--- config.mk ---
export PLATFORM = sky130hd
export DESIGN_NAME = vram_line_fetch
export DESIGN_NICKNAME = d
export VERILOG_FILES = /design/src/rtl/vdrive_pkg.sv /design/src/rtl/line_buf_2p.sv /design/src/rtl/vram_line_fetch.sv
export SDC_FILE = /design/constraint.sdc
export NUM_CORES = 1
export LEC_CHECK = 0
export CAP_MARGIN = 20
export CORE_MARGIN = 5
export CORE_UTILIZATION = 45
export CTS_BUF_LIST = sky130_fd_sc_hd__clkbuf_4 sky130_fd_sc_hd__clkbuf_8
export DETAILED_ROUTE_END_ITERATION = 10
export PLACE_DENSITY = 0.62
export SYNTH_ARGS = -nofsm -noshare
export SYNTH_HDL_FRONTEND = slang
export SYNTH_SLANG_ARGS = --single-unit
--- constraint.sdc ---
create_clock -name clk -period 3.79 [get_ports clk]
set_input_delay 0.5685 -clock clk [delete_from_list [all_inputs] [get_ports clk]]
set_output_delay 0.5685 -clock clk [all_outputs]
set_load 0.01 [all_outputs]
--- src/rtl/vdrive_pkg.sv ---
// rtl/vdrive_pkg.sv - shared constants and fetch FSM state type for the video drive path
package vdrive_pkg;

  localparam int FB_W        = 128;
  localparam int FB_H        = 64;
  localparam int LORES_BYTES = 8;
  localparam int HIRES_BYTES = 16;

  typedef enum logic [1:0] {
    IDLE  = 2'd0,
    FETCH = 2'd1,
    DONE  = 2'd2
  } fetch_state_e;

endpackage

--- src/rtl/line_buf_2p.sv ---
// rtl/line_buf_2p.sv - one 2-plane x 128-bit line buffer, byte write, pixel read
module line_buf_2p
  import vdrive_pkg::*;
(
  input  logic       clk,
  input  logic       reset_n,
  input  logic       wr_en,
  input  logic       wr_plane,
  input  logic [3:0] wr_byte,
  input  logic [7:0] wr_data,
  input  logic [6:0] rd_col,
  output logic [1:0] rd_pixel
);

  localparam int NBYTES = FB_W / 8;

  logic [NBYTES-1:0][7:0] plane0_q, plane0_d;
  logic [NBYTES-1:0][7:0] plane1_q, plane1_d;

  // byte write into the selected plane, everything else holds
  always_comb begin
    plane0_d = plane0_q;
    plane1_d = plane1_q;
    if (wr_en) begin
      if (wr_plane) plane1_d[wr_byte] = wr_data;
      else          plane0_d[wr_byte] = wr_data;
    end
  end

  // plane storage, cleared to a blank line on reset
  always_ff @(posedge clk or negedge reset_n) begin
    if (!reset_n) begin
      plane0_q <= '0;
      plane1_q <= '0;
    end else begin
      plane0_q <= plane0_d;
      plane1_q <= plane1_d;
    end
  end

  // column c lives in byte c/8; the byte MSB is the leftmost pixel
  assign rd_pixel = {plane1_q[rd_col[6:3]][~rd_col[2:0]],
                     plane0_q[rd_col[6:3]][~rd_col[2:0]]};

endmodule

--- src/rtl/vram_line_fetch.sv ---
// rtl/vram_line_fetch.sv - double-buffered scanline fetch from display memory; VRAM_FETCH_UNDERRUN_EN enables the sticky underrun flag
module vram_line_fetch
  import vdrive_pkg::*;
#(
  parameter logic [11:0] FB_BASE = 12'h000
) (
  input  logic        clk,
  input  logic        reset_n,
  input  logic        hires,
  input  logic        line_start,
  input  logic [5:0]  line_vpos,
  input  logic [6:0]  vram_hpos,
  output logic [1:0]  vram_pixel,
  output logic        mem_req,
  output logic [11:0] mem_addr,
  input  logic        mem_ack,
  input  logic [7:0]  mem_rdata,
  output logic        underrun
);

  fetch_state_e state_q, state_d;
  logic        front_sel_q, front_sel_d;
  logic        front_hires_q, front_hires_d;
  logic        hires_q, hires_d;
  logic [5:0]  row_q, row_d;
  logic [4:0]  cnt_q, cnt_d;
  logic        req_q, req_d;
  logic        drain_q, drain_d;
  logic [11:0] addr_q, addr_d;
  logic [1:0]  pix_q, pix_d;

  logic        wr_en;
  logic        cur_plane;
  logic [3:0]  cur_byte;
  logic        last_byte;
  logic [1:0]  pix0, pix1, front_pix;

  // map the running byte counter onto plane/byte for the latched mode
  always_comb begin
    cur_plane = hires_q ? cnt_q[4] : cnt_q[3];
    cur_byte  = hires_q ? cnt_q[3:0] : {1'b0, cnt_q[2:0]};
    last_byte = hires_q ? (cnt_q == 5'(2*HIRES_BYTES-1))
                        : (cnt_q == 5'(2*LORES_BYTES-1));
  end

  // fetch FSM: next state, request handshake and back-buffer write strobe
  always_comb begin
    state_d       = state_q;
    front_sel_d   = front_sel_q;
    front_hires_d = front_hires_q;
    hires_d       = hires_q;
    row_d         = row_q;
    cnt_d         = cnt_q;
    req_d         = req_q;
    drain_d       = drain_q;
    addr_d        = addr_q;
    wr_en         = 1'b0;
    case (state_q)
      IDLE, DONE: begin
        if (line_start) begin
          if (state_q == DONE) begin
            front_sel_d   = ~front_sel_q;
            front_hires_d = hires_q;
          end
          hires_d = hires;
          row_d   = line_vpos;
          cnt_d   = '0;
          state_d = FETCH;
        end
      end
      FETCH: begin
        if (line_start) begin
          // restart on the new row; an outstanding request is held until
          // its ack and that data is discarded
          hires_d = hires;
          row_d   = line_vpos;
          cnt_d   = '0;
          if (req_q) begin
            if (mem_ack) begin
              req_d   = 1'b0;
              drain_d = 1'b0;
            end else begin
              drain_d = 1'b1;
            end
          end
        end else if (req_q && mem_ack) begin
          req_d = 1'b0;
          if (drain_q) begin
            drain_d = 1'b0;
          end else begin
            wr_en = 1'b1;
            cnt_d = cnt_q + 5'd1;
            if (last_byte) state_d = DONE;
          end
        end else if (!req_q) begin
          req_d  = 1'b1;
          addr_d = FB_BASE + {1'b0, cur_plane, row_q, cur_byte};
        end
      end
      default: state_d = IDLE;
    endcase
  end

  // in lores only the left 64 columns carry image data
  always_comb begin
    front_pix = front_sel_q ? pix1 : pix0;
    pix_d     = (front_hires_q || !vram_hpos[6]) ? front_pix : 2'b00;
  end

  // state and output registers
  always_ff @(posedge clk or negedge reset_n) begin
    if (!reset_n) begin
      state_q       <= IDLE;
      front_sel_q   <= 1'b0;
      front_hires_q <= 1'b0;
      hires_q       <= 1'b0;
      row_q         <= '0;
      cnt_q         <= '0;
      req_q         <= 1'b0;
      drain_q       <= 1'b0;
      addr_q        <= '0;
      pix_q         <= '0;
    end else begin
      state_q       <= state_d;
      front_sel_q   <= front_sel_d;
      front_hires_q <= front_hires_d;
      hires_q       <= hires_d;
      row_q         <= row_d;
      cnt_q         <= cnt_d;
      req_q         <= req_d;
      drain_q       <= drain_d;
      addr_q        <= addr_d;
      pix_q         <= pix_d;
    end
  end

  line_buf_2p u_buf0 (
    .clk      (clk),
    .reset_n  (reset_n),
    .wr_en    (wr_en && front_sel_q),
    .wr_plane (cur_plane),
    .wr_byte  (cur_byte),
    .wr_data  (mem_rdata),
    .rd_col   (vram_hpos),
    .rd_pixel (pix0)
  );

  line_buf_2p u_buf1 (
    .clk      (clk),
    .reset_n  (reset_n),
    .wr_en    (wr_en && !front_sel_q),
    .wr_plane (cur_plane),
    .wr_byte  (cur_byte),
    .wr_data  (mem_rdata),
    .rd_col   (vram_hpos),
    .rd_pixel (pix1)
  );

  assign vram_pixel = pix_q;
  assign mem_req    = req_q;
  assign mem_addr   = addr_q;

`ifdef VRAM_FETCH_UNDERRUN_EN
  logic underrun_q, underrun_d;

  // sticky: any line_start that finds a fetch still running
  always_comb begin
    underrun_d = underrun_q;
    if (line_start && state_q == FETCH) underrun_d = 1'b1;
  end

  // underrun flag register, cleared only by reset
  always_ff @(posedge clk or negedge reset_n) begin
    if (!reset_n) underrun_q <= 1'b0;
    else          underrun_q <= underrun_d;
  end

  assign underrun = underrun_q;
`else
  assign underrun = 1'b0;
`endif

endmodule

==> impl_metrics.json <==
{
  "drtAntennaViolNets": 0,
  "h-tree-depth": 3,
  "cts.clk_slew.worst_paths_ps": 50,
  "synth.avg_cell_area_um2": 14.9,
  "nFillCells": 4775,
  "synthesis.area_mm2": 0.0255,
  "diodes": 0,
  "postCtsHoldBufs": 0,
  "grt-ovfl-total": 0,
  "synth_edf_count": 0,
  "crit_end": "u_buf1.plane1_q[5]$_DFFE_PN0P_",
  "pwr_density_cell_mw_per_mm2": 448,
  "ctsResizeCount": 0,
  "path_class": "reg -> reg",
  "critPathLaunch": "state_q[0]$_DFFE_PN0P_",
  "core_area_mm2": 0.0563,
  "r2r-start": "state_q[0]$_DFFE_PN0P_",
  "cp.arrival_ps": 3340,
  "finalCritPeriodShare_pct": 73.5,
  "r2r-end": "u_buf1.plane1_q[5]$_DFFE_PN0P_",
  "power_mw": 12.9,
  "tightestPinTransition_ps": 1020,
  "grt_pass1_wl_um": 102000,
  "firstDrtPassIters": 5,
  "synthArstFlopShare_pct": 100,
  "post-cts-setup-buffers": 0,
  "vias": 15222,
  "end_kind": "flip-flop",
  "drive_gt1_share_pct": 43.4,
  "synth_cells": 1707,
  "die_h_um": 248,
  "worst_slack_ps": 1000,
  "cts-root-buf": "clkbuf_8",
  "synth.top_cell.area_share_pct": 53.3,
  "cts_tree": "done",
  "p_leak_nw": 13.9,
  "fin_nets": 1809,
  "hpwl_um": 42000,
  "yosysTopAreaCell": "dfrtp_1",
  "first_iter_violations": 828,
  "synth.area.top_cells": "dfrtp_1, mux2_2, mux4_2",
  "finalMaxSlewViolations": 0,
  "final.min_clock_period_ps": 2790,
  "cts_buffers": 94,
  "area.growth.synth_to_final_pct": 13.1,
  "synth_cell_types": 67,
  "drc": 0,
  "ys_ff_latch": 543,
  "antenna_found_initial": 0,
  "pre_cts_slack_ps": 543,
  "synth-seq-area-share_pct": 53.3,
  "critPathRequiredTime_ps": 4340,
  "finalNonFillerCells": 2606,
  "reg2reg_setup_slack_ps": 1000,
  "hold_viol": 0,
  "finalSetupViolations": 0,
  "slew_headroom_pct": 31.9,
  "cts_sinks": 543,
  "ys_top_cells_by_count": "dfrtp_1, mux2_2, mux2_1",
  "placedCellCount": 2439,
  "start_util_pct": 45.3,
  "dieWidth_um": 248,
  "hp-class": "in -> async",
  "max_freq_mhz": 359,
  "die-area_mm2": 0.0616,
  "clk_latency_ps": 690,
  "cap_violations": 0,
  "io_pins": 42,
  "peakVddDrop_mv": 0.338,
  "rows": 87,
  "wirelength_um": 65200,
  "rsz0062_at_grt": "no",
  "reg2reg_depth": 6,
  "clockBufferDepth": 3,
  "port_buffers": 39,
  "vias_per_cell": 5.84,
  "grt_max_degree": 116,
  "gp_congestion": 0.842,
  "yosysWarnings": 0,
  "startpoint_type": "flip-flop",
  "grt_use_total_pct": 21.7,
  "cp_max_fo": 12,
  "fin_skew_ps": 20.4,
  "yosysMostFrequentCell": "dfrtp_1",
  "setup_tns_ps": 0,
  "first_global_vias": 16331,
  "dominantRegCellSynth": "dfrtp_1",
  "hold_slack_ps": 23.0,
  "outcome": "completed",
  "wl_per_cell_um": 25.0
}
layer usage:
| layer | track usage (%) | wire length, µm | vias to the layer above |
|---|---|---|---|
| met5 | 0 | 0 | - |
| met4 | 6.33 | 1450 | 0 |
| met3 | 3.42 | 2850 | 101 |
| met2 | 35.2 | 31600 | 340 |
| met1 | 30.6 | 29400 | 8233 |
| li1 | - | - | 6548 |
critical path: stages (launching register included):
cell and delay (ps):
dfrtp_1 520, nor2b_1 410, nand3_1 180, or3_2 460
buf_4 320, nor2_4 340, mux2_2 380
how the worst min path moves through the flow:
stage / end / slack (ps) / cells after the start
after detailed placement: u_buf1.plane1_q[108]$_DFFE_PN0P_ / 470 / 1
final: u_buf1.plane1_q[43]$_DFFE_PN0P_ / 20 / 1
after floorplan: cnt_q[0]$_DFFE_PN0P_ / 270 / 0
after CTS: u_buf1.plane1_q[43]$_DFFE_PN0P_ / 30 / 1
after global placement: u_buf1.plane1_q[123]$_DFFE_PN0P_ / 460 / 1
after global routing: u_buf1.plane1_q[43]$_DFFE_PN0P_ / 60 / 1
cells in the final DEF, fill, tap and decap left out, types with 11 or more instances in the layout:
cell / netlist / final
a21oi_1: 25 / 25
buf_12: 3 / 11
buf_4: 14 / 54
clkbuf_4: 0 / 24
clkbuf_8: 0 / 125
clkdlybuf4s50_1: 0 / 27
dfrtp_1: 543 / 543
mux2_1: 129 / 129
mux2_2: 400 / 400
mux2i_1: 75 / 75
mux4_2: 89 / 89
nand2_1: 40 / 40
nand3_1: 18 / 18
nor2_1: 22 / 22
nor2_2: 14 / 14
nor2_4: 33 / 33
nor2b_1: 11 / 11
o221ai_1: 29 / 29
o22ai_1: 16 / 16
stage by stage:
stage,util [%],instance area [µm²]
2_1_floorplan,-,25500
3_3_place_gp,47.5,26700
3_5_place_dp,47.5,26700
4_1_cts,51.2,28800
5_1_grt,51.2,28800
6_report,51.2,28800
sequential cells by signal (all words and copies together), names as in the netlist:
| signal | count |
|---|---|
| mem_req | 1 |
| cnt_q | 5 |
| mem_addr | 11 |
| front_hires_q | 1 |
| vram_pixel | 2 |
| row_q | 6 |
| u_buf1.plane0_q | 128 |
| state_q | 2 |
| front_sel_q | 1 |
| hires_q | 1 |
| u_buf0.plane0_q | 128 |
| drain_q | 1 |
| u_buf1.plane1_q | 128 |
| u_buf0.plane1_q | 128 |
cell type report:
class,instances,area (µm²),share of cell area (%)
clock buffer,149,1900,6.59
clock inverter,18,203,0.703
inverter,6,22.5,0.0781
multi-input combinational,1031,11200,38.9
sequential,543,13600,47.1
tap,756,946,3.28
timing repair buffer,103,971,3.37
kinds of logic after synthesis:
group                      share of synthesized area [%]
adders and majority gates                          0.196
DFF                                                 53.3
AOI/OAI and AO/OA                                   3.79
other                                             0.0147
and+or+nand+nor                                     5.29
buffers and inverters                               2.83
muxes                                               34.5
xor gates and xnor gates                           0.103
power breakdown:
group	switching (mW)	internal, mW
logic	0.578	0.401
clock network	2.43	3.44
registers	0.0966	5.96
total	3.10	9.81
Note: power is estimated with default switching activity, not from simulation.
